`src/rtl/tipi_rpi_read_path.sv`:
```
// tipi_rpi_read_path: RPi->TI mailbox half; serial shift into RD/RC and TI read-cycle bus drive.
module tipi_rpi_read_path #(
    parameter logic [15:0] RD_ADDR = 16'h5ffb,
    parameter logic [15:0] RC_ADDR = 16'h5ff9,
    parameter int SYNC_STAGES = 2
) (
    input  logic        clk,
    input  logic        rst_n,
    input  logic        r_clk,
    input  logic        r_dout,
    input  logic        r_le,
    input  logic        r_rt,
    input  logic        tipi_enable,
    input  logic [0:15] ti_a,
    input  logic        ti_memen,
    input  logic        ti_dbin,
    output logic [0:7]  ti_dout,
    output logic        tipi_data_out,
    output logic        tipi_control_out,
    output logic        rd_read,
    output logic        frame_err
);
    logic [SYNC_STAGES-1:0] clk_p, dout_p, le_p, rt_p, memen_p, dbin_p;
    logic [15:0] a_p [SYNC_STAGES];
    logic clk_s, dout_s, le_s, rt_s, memen_s, dbin_s;
    logic [15:0] a_s;
    logic clk_d, le_d, clk_rise, le_rise;
    logic [7:0] shift, shift_next, rd_q, rc_q, pending;
    logic [3:0] bitcnt, bitcnt_next;
    logic pend_tgt, pend_v, rd_cyc, rc_cyc, defer, apply;

    assign clk_s   = clk_p[SYNC_STAGES-1];
    assign dout_s  = dout_p[SYNC_STAGES-1];
    assign le_s    = le_p[SYNC_STAGES-1];
    assign rt_s    = rt_p[SYNC_STAGES-1];
    assign memen_s = memen_p[SYNC_STAGES-1];
    assign dbin_s  = dbin_p[SYNC_STAGES-1];
    assign a_s     = a_p[SYNC_STAGES-1];

    // ti_a rides the same pipeline depth as the strobes so address and strobes stay aligned
    always_ff @(posedge clk) begin
        if (!rst_n) begin
            clk_p   <= '0;
            dout_p  <= '0;
            le_p    <= '0;
            rt_p    <= '0;
            memen_p <= '1;
            dbin_p  <= '0;
            for (int i = 0; i < SYNC_STAGES; i++) a_p[i] <= '0;
        end else begin
            clk_p   <= {clk_p[SYNC_STAGES-2:0], r_clk};
            dout_p  <= {dout_p[SYNC_STAGES-2:0], r_dout};
            le_p    <= {le_p[SYNC_STAGES-2:0], r_le};
            rt_p    <= {rt_p[SYNC_STAGES-2:0], r_rt};
            memen_p <= {memen_p[SYNC_STAGES-2:0], ti_memen};
            dbin_p  <= {dbin_p[SYNC_STAGES-2:0], ti_dbin};
            a_p[0]  <= ti_a;
            for (int i = 1; i < SYNC_STAGES; i++) a_p[i] <= a_p[i-1];
        end
    end

    always_comb begin
        clk_rise    = clk_s & ~clk_d;
        le_rise     = le_s & ~le_d;
        shift_next  = clk_rise ? {shift[6:0], dout_s} : shift;
        bitcnt_next = clk_rise ? ((bitcnt == 4'd15) ? bitcnt : bitcnt + 4'd1) : bitcnt;
        rd_cyc      = tipi_enable & ~memen_s & dbin_s & (a_s == RD_ADDR);
        rc_cyc      = tipi_enable & ~memen_s & dbin_s & (a_s == RC_ADDR);
        defer       = rt_s ? rc_cyc : rd_cyc;
        apply       = pend_v & ~(pend_tgt ? rc_cyc : rd_cyc);
    end

    // A latch into the register under read is parked in pending until that read ends
    always_ff @(posedge clk) begin
        if (!rst_n) begin
            clk_d            <= 1'b0;
            le_d             <= 1'b0;
            shift            <= '0;
            bitcnt           <= '0;
            rd_q             <= '0;
            rc_q             <= '0;
            pending          <= '0;
            pend_tgt         <= 1'b0;
            pend_v           <= 1'b0;
            ti_dout          <= '0;
            tipi_data_out    <= 1'b1;
            tipi_control_out <= 1'b1;
            rd_read          <= 1'b0;
            frame_err        <= 1'b0;
        end else begin
            clk_d  <= clk_s;
            le_d   <= le_s;
            shift  <= shift_next;
            bitcnt <= le_rise ? 4'd0 : bitcnt_next;
            if (le_rise && bitcnt_next != 4'd8) frame_err <= 1'b1;
            if (apply) pend_v <= 1'b0;
            if (apply && !pend_tgt) rd_q <= pending;
            if (apply && pend_tgt) rc_q <= pending;
            if (le_rise && defer) begin
                pending  <= shift_next;
                pend_tgt <= rt_s;
                pend_v   <= 1'b1;
            end else if (le_rise && rt_s) rc_q <= shift_next;
            else if (le_rise) rd_q <= shift_next;
            tipi_data_out    <= ~rd_cyc;
            tipi_control_out <= ~rc_cyc;
            ti_dout          <= rc_cyc ? rc_q : rd_q;
            rd_read          <= ~tipi_data_out & ~rd_cyc;
        end
    end
endmodule

```
`config.mk`:
```
export PLATFORM = sky130hd
export DESIGN_NAME = tipi_rpi_read_path
export DESIGN_NICKNAME = d
export VERILOG_FILES = /design/src/rtl/tipi_rpi_read_path.sv
export SDC_FILE = /design/constraint.sdc
export NUM_CORES = 1
export LEC_CHECK = 0
export ABC_AREA = 1
export CAP_MARGIN = 20
export CORE_AREA = 2 2 91 93
export DETAILED_ROUTE_END_ITERATION = 7
export DIE_AREA = 0 0 93 95
export GPL_TIMING_DRIVEN = 0
export PLACE_DENSITY = 0.69
export SETUP_SLACK_MARGIN = 0.02
export SYNTH_ARGS = -nofsm -noshare
export SYNTH_HDL_FRONTEND = slang
export SYNTH_SLANG_ARGS = --single-unit
```
`constraint.sdc`:
```
create_clock -name clk -period 4.4 [get_ports clk]
set_clock_uncertainty 0.15 [all_clocks]
set_input_delay 0.44 -clock clk [delete_from_list [all_inputs] [get_ports clk]]
set_output_delay 0.44 -clock clk [all_outputs]
set_load 0.01 [all_outputs]
```
Word level (Yosys, flattened, before mapping) --
Memories as Yosys holds them, arrays and structs flattened. Index checks and enable logic that the tools add are counted.
Operators by class: multiplexer cells 19, add/sub/neg operators 1, eq/ne operators 4, reduce and logical (&&, ||, !) cells 8, bitwise gates (word level) 18
Operators by type and width (number):
- $mux W8 | 9
- $eq A16 B15 Y1 const B | 2
- $mux W16 | 2
- $and A1 B1 Y1 | 8
- $mux W4 | 2
- $not A1 Y1 | 8
- $mux W1 | 6
- $logic_and A1 B1 Y1 | 5
- $add A4 B1 Y4 const B | 1
- $eq A4 B4 Y1 const B | 1
- $ne A4 B4 Y1 const B | 1
- $or A1 B1 Y1 | 2
- $reduce_bool A2 Y1 | 1
- $reduce_or A2 Y1 | 1
- $logic_not A1 Y1 | 1
Word-level totals: logic and storage cells 71, memories kept 1, input bits 25, bits in registers 64, RAM bits 32
Memories:
- a_p | depth 2, bits a word 16, rd ports 2, clocked after memory_dff 0, write ports 2, RTL line 24 | logic [15:0] a_p [SYNC_STAGES];

Logic depth before layout (Yosys ltp) --
Gate-level depths: netlist of run 1.
word-level depth 12, gate-level depth with buffers 11, gate-level depth less buffers 10

Worst setup path before layout of run 1 --
OpenSTA, ideal clock, no wires.
kind in2reg, start input tipi_enable, end register ti_dout[1] in the netlist's numbering, arrival 1.223 ns, path slack 2.907 ns, cell stages on the path 8, path buffers 1, required time 4.131 ns, cell sequence nand2_1 > nor2_1 > nand2_1 > nor2_1 > nand2_1 > buf_2 > o21ai_0 > a21oi_1
Between the ends: cells in the longest elaborated chain, start to end 4
Ends and longest elaborated chain:
- from (decl) | RTL line 13 | input logic tipi_enable,
- $and A1 B1 Y1 (3 in a row) | RTL line 68 | rc_cyc = tipi_enable & ~memen_s & dbin_s & (a_s == RC_ADDR);
- $mux W8 | RTL line 107 | ti_dout <= rc_cyc ? rc_q : rd_q;
- to (signal assigned) | RTL line 107
- to (decl) | RTL line 17 | output logic [0:7] ti_dout,
Every way passes these cells. A chain may end at the register's enable or synchronous reset.

Worst setup path in the final report of run 1 --
Ends and elaborated chain as after synthesis.

==> results of run 1 <==
==> placed cells by master, fill, tap and decap left out <==
master,Yosys,layout
a21oi_1,13,13
and2_2,1,1
buf_1,1,1
buf_2,3,3
buf_4,3,3
buf_6,4,4
clkbuf_1,8,8
clkbuf_8,0,9
clkdlybuf4s50_1,0,35
clkinv_1,1,1
clkinv_4,0,2
clkinv_8,0,1
dfxtp_1,96,96
ha_1,1,1
inv_1,110,110
inv_2,6,6
inv_6,0,3
inv_8,0,1
nand2_1,102,102
nand2_2,4,4
nand2_4,2,2
nand3_1,29,29
nand3_2,1,1
nand3_4,3,3
nand4_1,17,17
nor2_1,35,35
nor2_2,4,4
nor2_4,2,2
o211ai_1,1,1
o21ai_0,22,22
o21ai_1,15,15
o21ai_2,5,5
o21bai_1,1,1
or2_1,7,7
or2_2,3,3
==> cell usage after synthesis <==
cell type  instances
nand3_4            3
nand2_2            4
and2_2             1
nand2_4            2
nor2_4             2
o21ai_2            5
or2_1              7
nand3_1           29
buf_1              1
clkinv_1           1
nand4_1           17
inv_2              6
clkbuf_1           8
o21ai_1           15
buf_4              3
ha_1               1
nand2_1          102
nor2_2             4
dfxtp_1           96
inv_1            110
a21oi_1           13
buf_2              3
o21ai_0           22
or2_2              3
o21bai_1           1
o211ai_1           1
nand3_2            1
buf_6              4
nor2_1            35
==> worst min-delay path: cells and delay by family, from the launching register on <==
kind	cells	cell delay (ps)
buffers and inverters	1	40
flip-flops	1	310
AND/OR/NAND/NOR	1	50
==> state kept, by name (all words and copies together), names as in the netlist <==
register	cells
pend_tgt	1
dbin_p	2
frame_err	1
rc_q	8
dout_p	2
a_p	32
ti_dout	8
rt_p	2
tipi_control_out	1
le_d	1
rd_read	1
clk_d	1
le_p	2
tipi_data_out	1
pend_v	1
pending	8
clk_p	2
bitcnt	4
memen_p	2
rd_q	8
shift	8
==> where the power goes <==
group	leakage (nW)	internal (mW)	switching, mW
logic	1.48	0.0521	0.0595
registers	0.786	0.899	0.0113
clock network	0.0995	0.222	0.331
total	2.37	1.17	0.402
==> cells by family (layout without fill, tap and decap cells) <==
| family | after synthesis | count (layout) | share of synthesized area [%] |
|---|---|---|---|
| simple gates | 210 | 210 | 26.2 |
| fa+ha+maj | 1 | 1 | 0.330 |
| buf+inv | 136 | 187 | 14.6 |
| flops | 96 | 96 | 50.7 |
| compound gates | 57 | 57 | 8.15 |
==> worst min-delay path by stage <==
stage / start / endpoint / slack [ps] / depth (start not counted)
floorplan: a_p[0][0] / a_p[0][16] / 240 / 2
global placement: le_p[0] / le_p[1] / 250 / 2
detailed placement: clk_p[0] / clk_p[1] / 250 / 2
CTS: clk_p[0] / clk_p[1] / 270 / 2
global route: a_p[0][1] / a_p[0][17] / 280 / 2
finish: a_p[0][1] / a_p[0][17] / 260 / 2
==> metrics by stage <==
stage	utilization (%)	hold slack (ps)	cell area (sq um)	setup slack, ps
floorplan	-	240	3790	2910
global placement	53.9	246	4270	2120
detailed placement	53.9	247	4270	2090
CTS	56.4	271	4470	2490
global route	56.4	281	4470	2340
finish	56.4	265	4470	2500
==> area by class of cell <==
class / count / area, sq um / share of cell area (%)
inverter: 117 / 439 / 9.83
clock buffer: 9 / 124 / 2.77
clock inverter: 7 / 71.3 / 1.60
timing repair buffer: 35 / 350 / 7.84
multi-input combinational: 268 / 1320 / 29.4
tap: 105 / 131 / 2.94
buffer: 19 / 116 / 2.60
sequential: 96 / 1920 / 43.0
==> layer usage <==
layer | vias up | global-route usage (%) | routed length [microns]
met1 | 1258 | 20.8 | 3180
li1 | 1599 | - | -
met3 | 7 | 4.23 | 350
met5 | - | 0 | 0
met4 | 0 | 8.21 | 91
met2 | 70 | 27.7 | 3240
==> flow_summary.yaml, run 1 <==
synthesis:
  synth_seq_cells: 96
  synth_top_area_share_pct: 50.7
  avgSynthCellArea_sq_um: 7.58
  synthesis.area_sq_mm: 0.00379
  synthTopCellsByArea: "dfxtp_1 (51%), inv_1 (11%), nand2_1 (10%), nand3_1 (3.8%), nor2_1 (3.5%)"
  yosys_warnings: 0
  synth_cell_types: 29
  yosysTopAreaCell: "dfxtp_1"
  ys_seq_area_share_pct: 50.7
  syn-num-nets: 526
  syn_inst: 500
critical_path:
  cp.depth: 9
  crit_fanout: 10
  worstSetupEndpointType: "register"
  slowest_stage: "clkdlybuf4s50_1"
  crit_family: "buffers and inverters"
  reg2reg_depth: 8
  worstReg2RegEnd: "ti_dout[1]"
  crit_chain: "clkdlybuf4s50_1 -> nand2_1 -> nor2_1 -> nand2_1 -> nor2_1 -> nand2_1 -> buf_2 -> o21ai_0 -> a21oi_1"
  crit_end: "ti_dout[1]"
  worstSetupPathType: "in2reg"
  cpMostUsedCell: "nand2_1"
  r2r_setup_slack_ps: 2660
  cp-startpoint: "tipi_enable"
  worst-path-buf-inv: 2
  required_ps: 4510
  worstSetupStartpointType: "input pin"
  r2r-start: "a_p[0][25]"
  max_stage_delay_ps: 490
  arrival_ps: 2010
finish:
  fin_nets: 572
  area_delta_synth_final_pct: 17.8
  nFillCells: 756
  fin_cells: 656
  drive_gt1_share_pct: 10.3
  antenna_cells: 0
pwr:
  power_mw: 1.58
  max-vdd-ir-drop_uv: 168
  cellPowerDensity_mw_per_mm2: 353
  power.leakage_nw: 2.37
die:
  dieArea_sq_mm: 0.00884
  io_pins: 37
  initial_core_util_pct: 47.8
  core_area_sq_mm: 0.00793
  num_rows: 33
  die_w_microns: 93
  chipHeight_microns: 95
cts:
  cts_setup_buffers: 0
  postCtsHoldBufs: 0
  cts_tree: "built"
  cts_resized: 0
  htree_levels: 3
  clk_latency_ps: 360
  numCtsBuffers: 9
  cts-root-buf: "clkbuf_8"
  clk_pin_slew_ps: 100
  cts.sinks: 96
  cts_max_path_buffers: 2
global_routing:
  grt_usage_pct: 16.9
  grt_max_degree: 20
  antenna_found_initial: 0
  grt_first_pass_wirelength_mm: 11.7
  grt-ovfl-total: 0
  grt_pass1_vias: 2666
drt:
  ant_nets: 0
  drc: 0
  vias: 2934
  routed_wl_mm: 6.86
  drt_first_pass_iters: 4
  initialDrtViolationCount: 145
  via_per_inst: 4.47
  wl_per_cell_microns: 10.5
timing:
  slew_headroom_pct: 68.2
  fmax_ghz: 0.527
  tightestPinTransition_ps: 476
  post-route-period-util_pct: 43.1
  fin_crit_ps: 1900
  drv_slew: 0
  rsz0062_at_grt: "false"
  setup_viol: 0
  hold_viol: 0
  setup-tns-final_ps: 0
placed_design:
  hpwl_mm: 5.00
  port_buffers: 35
  gp_congestion: 0.771
  dp.cells: 640
status:
  status: "finished, final reports clean"
run:
  maxCapViolations: 0
min_path:
  hold_path_class: "reg2reg"
(Power assumes the default switching activity.)
==> run 2, diff against run 1 <==
--- a/config.mk
+++ b/config.mk
@@ -11,7 +11,7 @@
 export DETAILED_ROUTE_END_ITERATION = 7
 export DIE_AREA = 0 0 93 95
 export GPL_TIMING_DRIVEN = 0
-export PLACE_DENSITY = 0.69
+export PLACE_DENSITY = 0.72
 export SETUP_SLACK_MARGIN = 0.02
 export SYNTH_ARGS = -nofsm -noshare
 export SYNTH_HDL_FRONTEND = slang
==> constraint.sdc (replaced) <==
create_clock -name clk -period 1.6 [get_ports clk]
set_clock_uncertainty 0.15 [all_clocks]
set_input_delay 0.16 -clock clk [delete_from_list [all_inputs] [get_ports clk]]
set_output_delay 0.16 -clock clk [all_outputs]
set_load 0.01 [all_outputs]
==> flow_summary.yaml, run 2 (synthesized netlist as in run 1, its figures left out) <==
status:
  status: "finished, final reports clean"
timing:
  fmax_ghz: 0.645
  post-route-period-util_pct: 96.9
  hold-worst-slack_ps: 17.0
  rsz0062_at_grt: "true"
  setup_viol: 0
  fin_ws_ps: 49.8
  slew_headroom_pct: 65.2
  drv_slew: 0
  tightestPinTransition_ps: 522
  fin_crit_ps: 1550
  hold_viol: 0
cts:
  clk_latency_ps: 370
  htree_levels: 3
  cts.sinks: 96
  cts-root-buf: "clkbuf_8"
  cts_max_path_buffers: 2
  numCtsBuffers: 9
  cts_tree: "built"
  postCtsHoldBufs: 0
  clk_pin_slew_ps: 100
die:
  initial_core_util_pct: 47.8
  io_pins: 37
  num_rows: 33
  dieArea_sq_mm: 0.00884
  core_area_sq_mm: 0.00793
  chipHeight_microns: 95
  die_w_microns: 93
pwr:
  combPwrFrac_pct: 8.0
  internal_power_mw: 3.25
  power_mw: 4.40
  p_sw_share_pct: 26.2
  cellPowerDensity_mw_per_mm2: 908
  p_clk_share_pct: 35.0
  power.leakage_nw: 2.54
  seqPwrFrac_pct: 57.1
  net-switching-power_mw: 1.15
  max-vdd-ir-drop_uv: 568
finish:
  fin_area_sq_mm: 0.00485
  antenna_cells: 0
  fin_nets: 581
  area_delta_synth_final_pct: 27.8
  drive_gt1_share_pct: 20.5
  largest_reg_flops: 32
  layout_commonest_cell: "inv_1"
  utilization_pct: 61.1
  nFillCells: 702
  final_cell_mix: "inv_1 (110), nand2_1 (95), dfxtp_1 (82)"
  largest_register: "a_p"
drt:
  routed_wl_mm: 7.70
  wl_per_cell_microns: 11.6
  drc: 0
  initialDrtViolationCount: 141
  ant_nets: 0
  vias: 3109
  via_per_inst: 4.68
  drt_first_pass_iters: 5
run:
  maxCapViolations: 0
placed_design:
  port_buffers: 35
  gp_congestion: 0.787
  hpwl_mm: 5.11
  dpl_cell_area_sq_mm: 0.00427
  place_worst_setup_slack_ps: -404
min_path:
  hold_path_class: "in2reg"
  min-delay-start: "rst_n"
critical_path:
  arrival_ps: 1720
  crit_fanout: 8
  worstSetupEndpointType: "register"
  cp-startpoint: "a_p[0][24]"
  worstSetupStartpointType: "register"
  required_ps: 1770
  worstSetupPathType: "reg2reg"
  r2r-start: "a_p[0][24]"
global_routing:
  grt_usage_pct: 17.3
  grt_max_degree: 20
  grt-ovfl-total: 0
  antenna_found_initial: 0
  grt_pass1_vias: 2813
  grt_first_pass_wirelength_mm: 12.2
[run 2: worst paths after layout]
kind | endpoint | slack [ps] | cells past startpoint
worst max-delay path | rc_q[3] | 50 | 11
worst min-delay path | pend_v | 20 | 3
worst max register to register | rc_q[3] | 50 | 11
worst min register to register | a_p[0][21] | 260 | 2
[run 2: worst max-delay path, stage by stage (launching register included)]
cell and delay, ps:
dfxtp_2 340, nand2_1 50, inv_1 50, nand2_2 60, nor2_4 170, nand3_4 150, buf_8 170, nand3_4 110
nand2_1 70, nand3_1 80, nand2_1 50, inv_1 40
[run 2: area by class of cell]
class / count / area [sq um] / share of cell area (%)
inverters: 117 / 447 / 9.22
plain buffers: 19 / 141 / 2.92
clock inverters: 7 / 72.6 / 1.50
flip-flops and latches: 96 / 1940 / 40.0
clock buffers: 9 / 124 / 2.56
multi-input cells: 269 / 1530 / 31.6
well taps: 105 / 131 / 2.71
repair buffers: 43 / 458 / 9.45
[run 2: power by group through the flow]
| stage | logic (mW) | clock network (mW) | registers (mW) |
|---|---|---|---|
| 2_1_floorplan | 0.188 | 0 | 2.56 |
| 3_3_place_gp | 0.300 | 0 | 2.56 |
| 3_5_place_dp | 0.309 | 0 | 2.56 |
| 4_1_cts | 0.313 | 1.57 | 2.51 |
| 5_1_grt | 0.396 | 1.67 | 2.52 |
| 6_report | 0.350 | 1.54 | 2.51 |
[run 2: per-layer routing]
layer	part of all wire, %	vias up	global-route usage, %
li1	-	1623	-
met1	43	1373	20.6
met2	49	98	30.4
met3	6.2	15	3.43
met4	2.3	0	7.48
met5	0	-	0
[run 2: metrics by stage]
step / TNS, ps / std cells
6_report: 0 / 665
5_1_grt: -846 / 665
4_1_cts: 0 / 658
3_5_place_dp: -8650 / 640
3_3_place_gp: -7380 / 640
2_1_floorplan: 0 / 500
[run 2: repair_timing]
item / in CTS / in global routing
resized for setup: 12 / 82
gates cloned: 1 / 2
buffers inserted: 1 / 5
setup endpoints to repair: 18 / 36
pin swaps: 3 / 18
==> run 3, diff against run 2 <==
--- a/config.mk
+++ b/config.mk
@@ -13,6 +13,7 @@
 export GPL_TIMING_DRIVEN = 0
 export PLACE_DENSITY = 0.72
 export SETUP_SLACK_MARGIN = 0.02
+export SLEW_MARGIN = 0
 export SYNTH_ARGS = -nofsm -noshare
 export SYNTH_HDL_FRONTEND = slang
 export SYNTH_SLANG_ARGS = --single-unit
==> results of run 3 <==
No change in the layout: final DEF, timing and power equal those of run 2.
